### config.mk
export PLATFORM = sky130hd
export DESIGN_NAME = jpeg_entropy_bitstream_reader_flat
export DESIGN_NICKNAME = d
export VERILOG_FILES = /design/src/rtl/jpeg_entropy_bitstream_reader_if.sv /design/src/rtl/jpeg_entropy_bitstream_reader.sv /design/src/flat_wrapper.sv
export SDC_FILE = /design/constraint.sdc
export NUM_CORES = 1
export LEC_CHECK = 0
export ABC_AREA = 1
export ABC_CLOCK_PERIOD_IN_PS = 3000
export BUFFER_PORTS_ARGS = -buffer_cell sky130_fd_sc_hd__clkbuf_2
export CAP_MARGIN = 10
export CORE_ASPECT_RATIO = 0.6
export CORE_UTILIZATION = 40
export CTS_CLUSTER_DIAMETER = 30
export DETAILED_ROUTE_END_ITERATION = 12
export GPL_TIMING_DRIVEN = 0
export PLACE_DENSITY = 0.7
export REMOVE_ABC_BUFFERS = 1
export SKIP_CTS_REPAIR_TIMING = 1
export SLEW_MARGIN = 30
export SYNTH_ARGS = -nofsm -noshare
export SYNTH_HDL_FRONTEND = slang
export SYNTH_SLANG_ARGS = --single-unit
### constraint.sdc
create_clock -name clk -period 3 [get_ports clk]
set_input_delay 0.3 -clock clk [delete_from_list [all_inputs] [get_ports clk]]
set_output_delay 0.3 -clock clk [all_outputs]
set_load 0.005 [all_outputs]
### src/rtl/jpeg_entropy_bitstream_reader_if.sv
// Bus between the JPEG entropy bitstream reader and its neighbours.
// Byte side:    in_data / in_valid / in_ready.
// Decoder side: peek_bits, bits_avail, consume_n, sync_clear.
// Marker side:  marker_valid, marker_code, marker_is_rst, marker_ack.
// Status:       underflow_err.
// slave = the reader itself; master = the surrounding logic (or a bench).
interface jpeg_entropy_bitstream_reader_if #(
   parameter int unsigned ACC_W  = 32,
   parameter int unsigned PEEK_W = 16
);
   localparam int unsigned CNT_W = $clog2(ACC_W + 1);
   localparam int unsigned CN_W  = $clog2(PEEK_W + 1);

   logic [7:0]        in_data;
   logic              in_valid;
   logic              in_ready;
   logic [PEEK_W-1:0] peek_bits;
   logic [CNT_W-1:0]  bits_avail;
   logic [CN_W-1:0]   consume_n;
   logic              sync_clear;
   logic              marker_valid;
   logic [7:0]        marker_code;
   logic              marker_is_rst;
   logic              marker_ack;
   logic              underflow_err;

   modport slave (
      input  in_data, in_valid, consume_n, sync_clear, marker_ack,
      output in_ready, peek_bits, bits_avail, marker_valid, marker_code,
             marker_is_rst, underflow_err
   );

   modport master (
      output in_data, in_valid, consume_n, sync_clear, marker_ack,
      input  in_ready, peek_bits, bits_avail, marker_valid, marker_code,
             marker_is_rst, underflow_err
   );
endinterface

### src/rtl/jpeg_entropy_bitstream_reader.sv
// JPEG entropy-coded-segment reader: strips 0xFF00 byte stuffing and 0xFF
// fill bytes, detects markers (holding the stream until acknowledged) and
// presents an MSB-first bit window with variable-length consume.
// Ports:
//   clk, rst_n : clock (rising edge), asynchronous active-low reset
//   rd_if      : slave modport carrying the byte input, the peek/consume
//                window, the marker handshake and the sticky underflow flag
module jpeg_entropy_bitstream_reader #(
   parameter int unsigned ACC_W  = 32,
   parameter int unsigned PEEK_W = 16
) (
   input  logic clk,
   input  logic rst_n,
   jpeg_entropy_bitstream_reader_if.slave rd_if
);
   localparam int unsigned CNT_W    = $clog2(ACC_W + 1);
   localparam int unsigned AW       = CNT_W + 1;
   localparam int unsigned FILL_MAX = ACC_W - 8;

   typedef enum logic [1:0] {
      ST_NORMAL = 2'd0,
      ST_SAW_FF = 2'd1,
      ST_HOLD   = 2'd2
   } state_t;

   state_t           state_q, state_d;
   logic [ACC_W-1:0] acc_q, acc_d;
   logic [CNT_W-1:0] cnt_q, cnt_d;
   logic             rdy_q;
   logic             mvalid_q;
   logic [7:0]       mcode_q;
   logic             mrst_q;
   logic             uerr_q;

   logic             fire_c;
   logic             append_c;
   logic [7:0]       app_byte_c;
   logic             marker_c;
   logic             cons_ok_c;
   logic             underflow_c;
   logic [AW-1:0]    base_c;
   logic [AW-1:0]    cnt_wide_c;
   logic [ACC_W-1:0] kept_c;
   logic [ACC_W-1:0] app_vec_c;

   // Byte-level destuffing decisions and next state
   always_comb begin
      fire_c     = rd_if.in_valid && rdy_q;
      append_c   = 1'b0;
      marker_c   = 1'b0;
      app_byte_c = rd_if.in_data;
      state_d    = state_q;
      case (state_q)
         ST_NORMAL: begin
            if (fire_c) begin
               if (rd_if.in_data == 8'hFF) state_d  = ST_SAW_FF;
               else                        append_c = 1'b1;
            end
         end
         ST_SAW_FF: begin
            if (fire_c) begin
               if (rd_if.in_data == 8'h00) begin
                  append_c   = 1'b1;
                  app_byte_c = 8'hFF;
                  state_d    = ST_NORMAL;
               end else if (rd_if.in_data != 8'hFF) begin
                  marker_c = 1'b1;
                  state_d  = ST_HOLD;
               end
            end
         end
         ST_HOLD: begin
            if (rd_if.marker_ack) state_d = ST_NORMAL;
         end
         default: state_d = ST_NORMAL;
      endcase
   end

   // Accumulator: drop consumed bits, then place the new byte right after
   // the surviving ones. Counts are widened so an over-consume is seen
   // before truncation.
   always_comb begin
      cons_ok_c   = AW'(rd_if.consume_n) <= AW'(cnt_q);
      underflow_c = !rd_if.sync_clear && !cons_ok_c;
      if (rd_if.sync_clear) begin
         kept_c = '0;
         base_c = '0;
      end else if (cons_ok_c) begin
         kept_c = acc_q << rd_if.consume_n;
         base_c = AW'(cnt_q) - AW'(rd_if.consume_n);
      end else begin
         kept_c = acc_q;
         base_c = AW'(cnt_q);
      end
      app_vec_c = '0;
      if (append_c) app_vec_c[ACC_W-1 -: 8] = app_byte_c;
      app_vec_c  = app_vec_c >> base_c;
      acc_d      = kept_c | app_vec_c;
      cnt_wide_c = base_c + (append_c ? AW'(8) : AW'(0));
      cnt_d      = CNT_W'(cnt_wide_c);
   end

   // State and output registers; in_ready is registered so it is low in
   // reset and never depends combinationally on consume_n.
   always_ff @(posedge clk or negedge rst_n) begin
      if (!rst_n) begin
         state_q  <= ST_NORMAL;
         acc_q    <= '0;
         cnt_q    <= '0;
         rdy_q    <= 1'b0;
         mvalid_q <= 1'b0;
         mcode_q  <= '0;
         mrst_q   <= 1'b0;
         uerr_q   <= 1'b0;
      end else begin
         state_q  <= state_d;
         acc_q    <= acc_d;
         cnt_q    <= cnt_d;
         rdy_q    <= (state_d != ST_HOLD) && (cnt_d <= CNT_W'(FILL_MAX));
         mvalid_q <= (state_d == ST_HOLD);
         if (marker_c) begin
            mcode_q <= rd_if.in_data;
            mrst_q  <= (rd_if.in_data[7:3] == 5'b11010);
         end
         if (underflow_c) uerr_q <= 1'b1;
      end
   end

   assign rd_if.in_ready      = rdy_q;
   assign rd_if.peek_bits     = acc_q[ACC_W-1 -: PEEK_W];
   assign rd_if.bits_avail    = cnt_q;
   assign rd_if.marker_valid  = mvalid_q;
   assign rd_if.marker_code   = mcode_q;
   assign rd_if.marker_is_rst = mrst_q;
   assign rd_if.underflow_err = uerr_q;
endmodule

### src/flat_wrapper.sv
// flat-port wrapper written by rule: the top's interface ports become plain ports
module jpeg_entropy_bitstream_reader_flat 
#(
   parameter int unsigned ACC_W  = 32,
   parameter int unsigned PEEK_W = 16
)
  (clk, rst_n, rd_if_in_data, rd_if_in_valid, rd_if_consume_n, rd_if_sync_clear, rd_if_marker_ack, rd_if_in_ready, rd_if_peek_bits, rd_if_bits_avail, rd_if_marker_valid, rd_if_marker_code, rd_if_marker_is_rst, rd_if_underflow_err);
  jpeg_entropy_bitstream_reader_if #(.ACC_W(ACC_W), .PEEK_W(PEEK_W)) rd_if_i ();
  input  logic clk;
  input  logic rst_n;
  input wire logic [$bits(rd_if_i.in_data)-1:0] rd_if_in_data;
  input wire logic [$bits(rd_if_i.in_valid)-1:0] rd_if_in_valid;
  input wire logic [$bits(rd_if_i.consume_n)-1:0] rd_if_consume_n;
  input wire logic [$bits(rd_if_i.sync_clear)-1:0] rd_if_sync_clear;
  input wire logic [$bits(rd_if_i.marker_ack)-1:0] rd_if_marker_ack;
  output wire logic [$bits(rd_if_i.in_ready)-1:0] rd_if_in_ready;
  output wire logic [$bits(rd_if_i.peek_bits)-1:0] rd_if_peek_bits;
  output wire logic [$bits(rd_if_i.bits_avail)-1:0] rd_if_bits_avail;
  output wire logic [$bits(rd_if_i.marker_valid)-1:0] rd_if_marker_valid;
  output wire logic [$bits(rd_if_i.marker_code)-1:0] rd_if_marker_code;
  output wire logic [$bits(rd_if_i.marker_is_rst)-1:0] rd_if_marker_is_rst;
  output wire logic [$bits(rd_if_i.underflow_err)-1:0] rd_if_underflow_err;
  assign rd_if_i.in_data = rd_if_in_data;
  assign rd_if_i.in_valid = rd_if_in_valid;
  assign rd_if_i.consume_n = rd_if_consume_n;
  assign rd_if_i.sync_clear = rd_if_sync_clear;
  assign rd_if_i.marker_ack = rd_if_marker_ack;
  assign rd_if_in_ready = rd_if_i.in_ready;
  assign rd_if_peek_bits = rd_if_i.peek_bits;
  assign rd_if_bits_avail = rd_if_i.bits_avail;
  assign rd_if_marker_valid = rd_if_i.marker_valid;
  assign rd_if_marker_code = rd_if_i.marker_code;
  assign rd_if_marker_is_rst = rd_if_i.marker_is_rst;
  assign rd_if_underflow_err = rd_if_i.underflow_err;
  jpeg_entropy_bitstream_reader #(.ACC_W(ACC_W), .PEEK_W(PEEK_W)) u_core (.clk(clk), .rst_n(rst_n), .rd_if(rd_if_i));
endmodule
; Word-level counts from Yosys, hierarchy flattened
; Index checks and enable logic that the tools add are counted.
[totals]
register_bits = 52
in_bits = 18
word_cells = 54
[op_classes]
add_sub_neg = 2
n_lt_le_gt_ge = 2
n_eq_ne = 7
shifts = 2
muxes = 25
n_bitwise = 1
n_reduce_logical = 7
[op_table]
columns = operator, count
row1 = 32-bit 2-to-1 mux, 2
row2 = 8-bit 2-to-1 mux, 4
row3 = 32-bit bitwise OR, 1
row4 = 32-bit by 5-bit left shift with 32-bit output, 1
row5 = 32-bit by 7-bit right shift with 32-bit output, 1
row6 = 7-bit 2-to-1 mux, 2
row7 = 2-bit 2-to-1 mux, 6
row8 = 8-bit == test (second input constant), 1
row9 = 8-bit logical NOT, 1
row10 = 1-bit 2-to-1 mux, 8
row11 = 8-bit inequality test (second input constant), 1
row12 = 6-bit by 5-bit subtractor with 7-bit output, 1
row13 = 6-bit adder, 1
row14 = 5-bit by 6-bit <= comparator with 1-bit output, 1
row15 = 6-bit by 5-bit <= comparator with 1-bit output (second input constant), 1
row16 = 2-bit one-hot mux with 3 select lines, 1
row17 = 5-bit == test (second input constant), 1
row18 = 2-bit == test (second input constant), 2
row19 = 4-bit 2-to-1 mux, 1
row20 = 1-bit logical AND, 3
row21 = 2-bit by 1-bit == test with 1-bit output (second input constant), 1
row22 = 1-bit logical NOT, 2
row23 = 2-bit logical NOT, 1
row24 = 2-bit inequality test (second input constant), 1
row25 = 1-bit one-hot mux with 2 select lines, 1

; Depth between registers and ports, before layout
[depth]
word_depth = 8
mapped_depth = 19
mapped_depth_nobuf = 18

; Least setup slack after synthesis
; OpenSTA, ideal clock, no wires.
[synth_path]
path_kind = input to register
start = input rd_if_consume_n[4]
end = register u_core.rdy_q (netlist: u_core.rd_if.in_ready)
arrival_time_ps = 3106
t_required_ps = 2901
slack_ps = -206
cell_stages = 17
cell_sequence = clkbuf_1 > inv_1 > clkbuf_1 > ha_1 > nand2_1 > nand2_1 > nor2_2 > nand3_4 > nand2_2 > inv_2 > buf_2 > a22oi_1 > inv_1 > buf_2 > ha_1 > ha_1 > a311oi_1
[synth_between]
elab_chain_cells = 6
[synth_lines]
columns = element, line
row1 = from (decl), flat_wrapper.sv:13  ; input wire logic [$bits(rd_if_i.consume_n)-1:0] rd_if_consume_n;
row2 = 6-bit by 5-bit subtractor with 7-bit output / 5-bit by 6-bit <= comparator with 1-bit output (equally long branches), "jpeg_entropy_bitstream_reader.sv:90, jpeg_entropy_bitstream_reader.sv:83"
row3 = 7-bit 2-to-1 mux (*), jpeg_entropy_bitstream_reader.sv:88  ; end else if (cons_ok_c) begin
row4 = 7-bit 2-to-1 mux (*), jpeg_entropy_bitstream_reader.sv:85  ; if (rd_if.sync_clear) begin
row5 = 6-bit adder (*), jpeg_entropy_bitstream_reader.sv:99  ; cnt_wide_c = base_c + (append_c ? AW'(8) : AW'(0));
row6 = named net u_core.cnt_wide_c[4], jpeg_entropy_bitstream_reader.sv:42  ; logic [AW-1:0] cnt_wide_c;
row7 = 6-bit by 5-bit <= comparator with 1-bit output (*), jpeg_entropy_bitstream_reader.sv:119  ; rdy_q <= (state_d != ST_HOLD) && (cnt_d <= CNT_W'(FILL_MAX));
row8 = 1-bit logical AND (*), jpeg_entropy_bitstream_reader.sv:119
row9 = to (signal assigned), jpeg_entropy_bitstream_reader.sv:119
row10 = to (decl), jpeg_entropy_bitstream_reader.sv:29  ; logic rdy_q;
; The timed path passes the listed nets; every way through them passes the cells marked *.
; A chain may end at the register's enable or synchronous reset.

; Worst setup path after layout
[layout_path]
start = register u_core.cnt_q[2] (netlist: u_core.rd_if.bits_avail[2])
end = register u_core.rdy_q (netlist: u_core.rd_if.in_ready)
[layout_between]
elab_chain_cells = 6
[layout_lines]
columns = element, line
row1 = from (decl), jpeg_entropy_bitstream_reader.sv:28  ; logic [CNT_W-1:0] cnt_q, cnt_d;
row2 = from (signal assigned), jpeg_entropy_bitstream_reader.sv:118  ; cnt_q <= cnt_d;
row3 = 6-bit by 5-bit subtractor with 7-bit output / 5-bit by 6-bit <= comparator with 1-bit output (equally long branches), "jpeg_entropy_bitstream_reader.sv:90, jpeg_entropy_bitstream_reader.sv:83"
row4 = 7-bit 2-to-1 mux (*), jpeg_entropy_bitstream_reader.sv:88
row5 = 7-bit 2-to-1 mux (*), jpeg_entropy_bitstream_reader.sv:85
row6 = 6-bit adder (*), jpeg_entropy_bitstream_reader.sv:99
row7 = named net u_core.cnt_wide_c[4], jpeg_entropy_bitstream_reader.sv:42
row8 = 6-bit by 5-bit <= comparator with 1-bit output (*), jpeg_entropy_bitstream_reader.sv:119
row9 = 1-bit logical AND (*), jpeg_entropy_bitstream_reader.sv:119
; Marked as above.

==> flow_metrics.env <==
export IMPL_hold_class="in -> async"
export IMPL_coreArea_um2=11400
export IMPL_crit_start="u_core.rd_if.bits_avail[2]"
export IMPL_grt_start_max_net_pins=44
export IMPL_synth_seq_cells=52
export IMPL_final_common_cell="nand2_1"
export IMPL_final_cell_mix="259 x nand2_1, 90 x o21ai_0, 73 x nand3_1"
export IMPL_die_w_um=143
export IMPL_drtPass1Iterations=5
export IMPL_layout_drive_gt1_share=0.140
export IMPL_final_nets=812
export IMPL_cts_tree="done"
export IMPL_clk_latency_ns=0.30
export IMPL_synth_area_um2=4740
export IMPL_drt_vias_per_instance=5.67
export IMPL_grt_use_total=0.261
export IMPL_outcome="finished, violations left"
export IMPL_drv_cap=0
export IMPL_violations="negative hold slack"
export IMPL_path_cells="ha_1 -> or2_1 -> nand3_2 -> nand3_4 -> nand2_8 -> inv_4 -> a22oi_2 -> inv_4 -> ha_1 -> ha_1 -> a311oi_1"
export IMPL_r2r_start="u_core.rd_if.bits_avail[2]"
export IMPL_antenna_found_initial=0
export IMPL_end_kind="register"
export IMPL_gp_congestion=0.988
export IMPL_syn_inst=765
export IMPL_slowest_delay_ns=0.40
export IMPL_cts_sinks=52
export IMPL_skew_ns=0.00943
export IMPL_drt_initial_drc_count=828
export IMPL_slowest_stage="dfrtp_1"
export IMPL_p_leak_nw=2.61
export IMPL_fmax_ghz=0.342
export IMPL_n_antenna_cell=0
export IMPL_path_clk_slew_ns=0.07
export IMPL_yosysSeqAreaShare=0.274
export IMPL_cellPowerDensity_nw_per_um2=861
export IMPL_arrival_ns=3.12
export IMPL_placedInstanceArea_um2=4920
export IMPL_areaGrowthSynthToFinish_pct=12.2
export IMPL_critPathMaxFanout=12
export IMPL_synth_avg_cell_area_um2=6.20
export IMPL_tightest_slew_ns=0.910
export IMPL_overflow=0
export IMPL_path_class="reg -> reg"
export IMPL_std_cell_rows=30
export IMPL_drc=0
export IMPL_relSlewSlack=0.394
export IMPL_slew_viol_final=0
export IMPL_rrSetupSlack_ns=0.08
export IMPL_ant_nets=0
export IMPL_portBuffers=51
export IMPL_rsz0062_at_grt="true"
export IMPL_io_pins=52
export IMPL_setup_violations=0
export IMPL_critPathRequiredTime_ns=3.20
export IMPL_cts_root_buf="clkbuf_16"
export IMPL_cp_start_kind="register"
export IMPL_fin_crit_sh=0.974
export IMPL_whs_ns=-0.0281
export IMPL_design_area_um2=5320
export IMPL_initial_core_util=0.416
export IMPL_hold_violations=16
export IMPL_ir_worst_vdd_mv=0.348
export IMPL_num_vias=5361
export IMPL_dp_hpwl_mm=11.9
export IMPL_power_mw=4.58
export IMPL_htreeDepth=2
export IMPL_post_route_min_period_ns=2.92
export IMPL_cts_buffers=5
export IMPL_die_area_um2=12300
export IMPL_wirelength_mm=16.5
export IMPL_grt_pass1_wl_mm=24.3
export IMPL_crit_top_cell="ha_1"
export IMPL_synth_cell_type_count=41
export IMPL_die_y_um=86.3
export IMPL_yosysWarnings=0
export IMPL_grt_pass1_vias=4318
export IMPL_clk_path_buf_depth=2
export IMPL_wl_per_cell_um=17.5
==> per-layer routing <==
layer | wire length [µm] | track usage | share of wire
met1 | 7790 | 0.426 | 0.47
met2 | 5770 | 0.302 | 0.35
met3 | 2810 | 0.106 | 0.17
met4 | 160 | 0.0371 | 0.0097
met5 | 0 | 0 | 0
==> sequential cells by signal (all words and copies together) (netlist names) <==
register / flops
u_core.rd_if.marker_valid: 1
u_core.rd_if.underflow_err: 1
u_core.rd_if.marker_is_rst: 1
u_core.rd_if.bits_avail: 6
u_core.acc_q: 32
u_core.rd_if.in_ready: 1
u_core.state_q: 2
u_core.rd_if.marker_code: 8
==> area by class of cell <==
| type | instances | area, µm² |
|---|---|---|
| Tap cell | 160 | 200 |
| Clock inverter | 1 | 5.00 |
| Timing Repair Buffer | 67 | 429 |
| Inverter | 60 | 246 |
| Fill cell | 1236 | 6090 |
| Sequential cell | 52 | 1300 |
| Timing Repair inverter | 2 | 10.0 |
| Clock buffer | 6 | 129 |
| Multi-Input combinational cell | 598 | 3000 |
==> kinds of logic after synthesis <==
family	after synthesis	synth area share
mux	9	0.0190
fa+ha+maj	8	0.0227
compound gates	169	0.202
simple gates	404	0.360
flops	52	0.274
xor+xnor	5	0.00924
buf+inv	118	0.113
==> cell usage after synthesis <==
| cell | n | area share |
|---|---|---|
| ha_1 | 7 | 0.018 |
| nor2_4 | 2 | 0.0047 |
| clkinv_1 | 2 | 0.0016 |
| or2_2 | 3 | 0.0040 |
| a31oi_1 | 1 | 0.0013 |
| inv_1 | 53 | 0.042 |
| a21oi_1 | 35 | 0.037 |
| buf_4 | 21 | 0.033 |
| a22oi_2 | 1 | 0.0026 |
| fa_1 | 1 | 0.0042 |
| nand3_1 | 74 | 0.078 |
| buf_1 | 4 | 0.0032 |
| nor2_1 | 44 | 0.035 |
| nand3_4 | 1 | 0.0037 |
| dfrtp_1 | 52 | 0.27 |
| buf_6 | 1 | 0.0024 |
| o21ai_2 | 3 | 0.0055 |
| mux2i_1 | 9 | 0.019 |
| xnor2_1 | 2 | 0.0037 |
| inv_2 | 5 | 0.0040 |
| o21ai_0 | 90 | 0.095 |
| clkbuf_1 | 25 | 0.020 |
| nand4_1 | 8 | 0.011 |
| nor3_1 | 1 | 0.0011 |
| nand2_1 | 260 | 0.21 |
| buf_2 | 7 | 0.0074 |
| nor2_2 | 4 | 0.0053 |
| nand3_2 | 1 | 0.0021 |
| nand4_2 | 1 | 0.0026 |
| o41ai_1 | 1 | 0.0018 |
| or2_1 | 1 | 0.0013 |
| o21ai_1 | 5 | 0.0053 |
| nand3b_1 | 1 | 0.0016 |
| o32ai_1 | 1 | 0.0018 |
| nand2_2 | 2 | 0.0026 |
| o211ai_1 | 16 | 0.025 |
| and2_1 | 1 | 0.0013 |
| xor2_1 | 3 | 0.0055 |
| o221ai_1 | 1 | 0.0018 |
| a22oi_1 | 14 | 0.022 |
| a311oi_1 | 1 | 0.0018 |
==> worst max-delay path, delay by kind of cell, from the launching register on <==
family,cells,cell delay [ns]
adders and majority gates,3,0.88
and+or+nand+nor,4,0.74
buffers and inverters,2,0.24
AOI/OAI and AO/OA,2,0.57
DFF,1,0.40
==> power breakdown <==
part / switching, mW / internal [mW] / total (mW)
registers: 0.201 / 0.912 / 1.11
logic: 1.95 / 0.923 / 2.87
clock network: 0.286 / 0.306 / 0.592
total: 2.44 / 2.14 / 4.58
==> per-stage QoR <==
step,util,hold slack [ns],std cells,setup slack (ns),TNS (ns)
2_1_floorplan,-,0.00441,707,-1.06,-18.56
3_5_place_dp,0.431,0.324,919,-2.35,-70.25
3_3_place_gp,0.428,0.459,918,-2.98,-91.08
4_1_cts,0.443,0.000599,926,-2.05,-57.99
6_report,0.466,-0.0281,946,0.0785,0
5_1_grt,0.466,0.0253,946,-0.0384,-0.0384
==> final timing paths <==
path,to,cells after the start
max in group asynchronous,u_core.rd_if.bits_avail[5],2
worst min-delay path,u_core.acc_q[0],1
min in group clk,u_core.rd_if.marker_valid,2
worst min register to register,u_core.rd_if.marker_is_rst,2
worst max-delay path,u_core.rd_if.in_ready,11
worst max register to register,u_core.rd_if.in_ready,11
(Power assumes the default switching activity.)
